--- config.mk ---
export PLATFORM = sky130hd
export DESIGN_NAME = serial_addend_recover
export DESIGN_NICKNAME = d
export VERILOG_FILES = /design/src/rtl/serial_addend_recover.sv
export SDC_FILE = /design/constraint.sdc
export NUM_CORES = 1
export LEC_CHECK = 0
export CELL_PAD_IN_SITES_DETAIL_PLACEMENT = 1
export CELL_PAD_IN_SITES_GLOBAL_PLACEMENT = 1
export CORE_MARGIN = 4
export CORE_UTILIZATION = 37
export CTS_CLUSTER_SIZE = 30
export DETAILED_ROUTE_END_ITERATION = 10
export PLACE_DENSITY = 0.77
export SYNTH_ARGS = -nofsm -noshare
export SYNTH_HDL_FRONTEND = slang
export SYNTH_SLANG_ARGS = --single-unit
--- constraint.sdc ---
create_clock -name clk -period 2.4 [get_ports clk]
set_input_delay 0.48 -clock clk [delete_from_list [all_inputs] [get_ports clk]]
set_output_delay 0.48 -clock clk [all_outputs]
set_load 0.01 [all_outputs]
--- src/rtl/serial_addend_recover.sv ---
// Bit-serial inverse of an adder slice: recovers a = {cout,sum} - b - cin, LSB first,
// through a one-bit borrow register, with valid/ready handshakes on both sides.
module serial_addend_recover #(
    parameter int WIDTH = 2
) (
    input  logic             clk,
    input  logic             rst,
    input  logic             in_valid,
    output logic             in_ready,
    input  logic [WIDTH-1:0] in_sum,
    input  logic             in_cout,
    input  logic [WIDTH-1:0] in_b,
    input  logic             in_cin,
    output logic             out_valid,
    input  logic             out_ready,
    output logic [WIDTH-1:0] out_a,
    output logic             out_err
);

    localparam int IDXW = (WIDTH > 1) ? $clog2(WIDTH) : 1;
    localparam logic [IDXW-1:0] LAST = IDXW'(WIDTH - 1);

    localparam logic [1:0] IDLE = 2'd0;
    localparam logic [1:0] BUSY = 2'd1;
    localparam logic [1:0] DONE = 2'd2;

    logic [1:0]       state_q, state_d;
    logic [WIDTH-1:0] s_q, s_d;
    logic [WIDTH-1:0] b_q, b_d;
    logic             cout_q, cout_d;
    logic             borrow_q, borrow_d;
    logic [IDXW-1:0]  idx_q, idx_d;
    logic [WIDTH-1:0] acc_q, acc_d;
    logic [WIDTH-1:0] out_a_q, out_a_d;
    logic             out_err_q, out_err_d;

    logic abit, bnext;

    // One full-subtractor slice on the current bit.
    assign abit  = s_q[idx_q] ^ b_q[idx_q] ^ borrow_q;
    assign bnext = (~s_q[idx_q] & b_q[idx_q]) | (~s_q[idx_q] & borrow_q) | (b_q[idx_q] & borrow_q);

    always_comb begin
        state_d   = state_q;
        s_d       = s_q;
        b_d       = b_q;
        cout_d    = cout_q;
        borrow_d  = borrow_q;
        idx_d     = idx_q;
        acc_d     = acc_q;
        out_a_d   = out_a_q;
        out_err_d = out_err_q;
        case (state_q)
            IDLE: begin
                if (in_valid) begin
                    s_d      = in_sum;
                    b_d      = in_b;
                    cout_d   = in_cout;
                    borrow_d = in_cin;
                    idx_d    = '0;
                    state_d  = BUSY;
                end
            end
            BUSY: begin
                acc_d[idx_q] = abit;
                borrow_d     = bnext;
                idx_d        = idx_q + IDXW'(1);
                if (idx_q == LAST) begin
                    // Result is in range only when the final borrow cancels the carry-out.
                    out_a_d   = acc_d;
                    out_err_d = bnext ^ cout_q;
                    idx_d     = '0;
                    state_d   = DONE;
                end
            end
            DONE: begin
                if (out_ready) state_d = IDLE;
            end
            default: state_d = IDLE;
        endcase
    end

    always_ff @(posedge clk) begin
        if (rst) begin
            state_q   <= IDLE;
            s_q       <= '0;
            b_q       <= '0;
            cout_q    <= 1'b0;
            borrow_q  <= 1'b0;
            idx_q     <= '0;
            acc_q     <= '0;
            out_a_q   <= '0;
            out_err_q <= 1'b0;
        end else begin
            state_q   <= state_d;
            s_q       <= s_d;
            b_q       <= b_d;
            cout_q    <= cout_d;
            borrow_q  <= borrow_d;
            idx_q     <= idx_d;
            acc_q     <= acc_d;
            out_a_q   <= out_a_d;
            out_err_q <= out_err_d;
        end
    end

    assign in_ready  = (state_q == IDLE);
    assign out_valid = (state_q == DONE);
    assign out_a     = out_a_q;
    assign out_err   = out_err_q;

endmodule

==> metrics.txt <==
top post-synthesis cells by count dfxtp_1, nor2_1, mux2i_1, a211oi_1, o21ba_2; worst rel slew slack 68.6%; achievable clock frequency 0.493 GHz; delay-heaviest family, CP buffers and inverters; first-pass GRT wire length between 1500 and 2000 um; Placer Congestion 0.678; Pwr Density 617 mW/mm^2; Final Max Slew Viols 0; worst r2r path cells 4; Max-Cap Viols 0; unrepaired setup endpoints after global routing false; pin count of the biggest net entering global routing 14; Setup TNS 0 ns; clock power share between 20 and 30%; status completed; hold_buf cts 0; CTS Buf Count 3; Arr. time, crit path 1.55 ns; overall die height 48.1 um; DRT antenna net count 0; Post-Synthesis Net Count 67; Detailed Route WL around 1100 um; Cells after Synth 56; complex-gate fraction of the synthesized area 11.3%; WP depth 2; CTS tree built; fin crit period 2.03 ns; Core ar. around 0.0015 mm^2; DP Area approximately 720 um^2; Setup Viol. Count Final 0; CTS sink count 13; number of fill cells 173; H-tree levels 1; fin area between 700 and 800 um^2; hold path cells 2; post-synthesis mux area share about 15%; I/O pin cnt 15; Post-CTS Setup Bufs 0; antenna cells 0; mapped cell area between 500 and 600 um^2; combinational share of power 18.0%; switching portion of total power around a quarter; Seq/Total Area, Yosys 43.7%; vias per cell 5.05; DIE AREA 0.00232 mm^2; VDD IR max 214 uV; post-DR wirelength/cell between 10 and 15 um; CP bufs+invs 1; Final Util 49.7%; CP Class reg -> out; post-synthesis adder-cell area fraction 3.36%; sequential power share between 50% and 60%; Area Overhead vs Synth 25.6%; antenna violations before repair 0; area leader, netlist dfxtp_1; clock network latency to the later pin of the worst-skew pair 0.27 ns; XOR/XNOR Fraction of Synth Area about 1.5%; syn_area_per_cell 10.6 um^2; Tot GR Track Use 12.1%; CP peak stage delay around 0.55 ns; number of global-route vias before repair 460; P_sw about 0.00012 W; crit end category output port; Yosys cell types 18; Vias 434; Synth Area in Simple Gates 17.9%; Synth Warn # 0; hpwl dp 880 um; CTS root buf clkbuf_4; kind of start point of the critical path register; drt pass-1 iters 2; Clock Path Buffers 2; Clock Skew roughly 0.005 ns; Internal around 0.00034 W; grt ovf 0; largest cells by area after synthesis dfxtp_1, mux2i_1, nor2_1; asr flop ratio synth 0%; drc violations 0; Port Buf Inserts 14; Slew @ Worst Pin 0.470 ns; area share of the largest cell type after synthesis 43.7%; Layout Nets 82; Starting Density 39.5%; crit-path max FO 8; fin crit share 84.6%; Hold Violations, Final 0; CP cell instances nor2b_1 > clkdlybuf4s50_1; worst min path class reg -> reg; CP max stage cell clkdlybuf4s50_1; Site Rows 14; Resized cells post-CTS 0; largest family of logic cells by synthesized area simple AND/OR/NAND/NOR gates; cell with the most instances after synthesis dfxtp_1; Top FF cell, synth dfxtp_1; Die Width 48.1 um; share of cells above drive strength 1 between 10 and 15%; Worst EP required 1.92 ns; #FFs+latches synth 13; Post-synth EDFFs 0; leakage power roughly 0.28 nW; drt first-iter violations 4; Clock transition at path regs about 0.080 ns
[metal layers]
metal | track usage [%] | part of all wire (%)
met1 | 12.5 | 43
met2 | 21.1 | 49
met3 | 4.43 | 7.5
met4 | 6.45 | 0.80
met5 | 0 | 0
[metrics by stage]
step                power (W)  std cells  worst slack [ns]  hold slack (ns)
global route         0.000491         86             0.319            0.526
CTS                  0.000470         86             0.369            0.508
floorplan            0.000304         56             0.852            0.454
finish               0.000461         86             0.370            0.502
global placement     0.000331         82             0.579            0.469
detailed placement   0.000334         82             0.563            0.495
[final cells by class]
type                            count  area [um^2]  area share, %
Multi-Input combinational cell     37          294           39.3
Sequential cell                    13          260           34.8
Timing Repair Buffer               14          140           18.7
Clock buffer                        4         26.3           3.51
Tap cell                           16         20.0           2.68
Inverter                            2         7.51           1.00
[state kept, by name (all words and copies together), names as in the netlist]
signal,cells
cout_q,1
s_q,2
out_err,1
state_q,2
out_a,2
idx_q,1
acc_q,1
b_q,2
borrow_q,1
[logic make-up (layout without fill, tap and decap cells)]
kind of cell	Yosys count	after routing
compound gates	7	7
mux	9	9
fa+ha+maj	1	1
xor+xnor	1	1
flops	13	13
simple gates	19	19
buf+inv	6	20
[worst paths after layout]
| check | startpoint | end | slack (ns) |
|---|---|---|---|
| worst min-delay path | b_q[0]$_SDFFE_PP0P_ | b_q[0]$_SDFFE_PP0P_ | 0.50 |
| worst max-delay path | state_q[1]$_SDFFE_PP0P_ | out_valid | 0.37 |
| worst min register to register | b_q[0]$_SDFFE_PP0P_ | b_q[0]$_SDFFE_PP0P_ | 0.50 |
| worst max register to register | idx_q$_SDFFE_PP0P_ | borrow_q$_SDFFE_PP0P_ | 0.70 |
[worst min-delay path, cell delays in order (launching register included)]
cell and delay [ns]:
dfxtp_1 0.33, mux2i_1 0.07, nor2_1 0.07
[cell usage in the layout (no fill, tap or decap), drive strengths merged]
master / netlist / final
clkdlybuf4s50: 0 / 14
dfxtp: 13 / 13
nor2: 12 / 12
mux2i: 8 / 8
clkbuf: 1 / 4
o21ba: 3 / 3
a211oi: 3 / 3
nor3b: 3 / 3
nor2b: 2 / 2
inv: 2 / 2
mux2: 1 / 1
a2111oi: 1 / 1
and3b: 1 / 1
xnor2: 1 / 1
nor3: 1 / 1
fa: 1 / 1
[power by group through the flow]
stage / Clock, W / Combinational [W] / Sequential (W)
after global placement: 0 / 0.0000830 / 0.000248
after floorplan: 0 / 0.0000610 / 0.000243
final: 0.000134 / 0.0000832 / 0.000244
after detailed placement: 0 / 0.0000847 / 0.000249
after global routing: 0.000151 / 0.0000931 / 0.000246
after CTS: 0.000141 / 0.0000850 / 0.000244
Power figures use the tool's default switching activity.
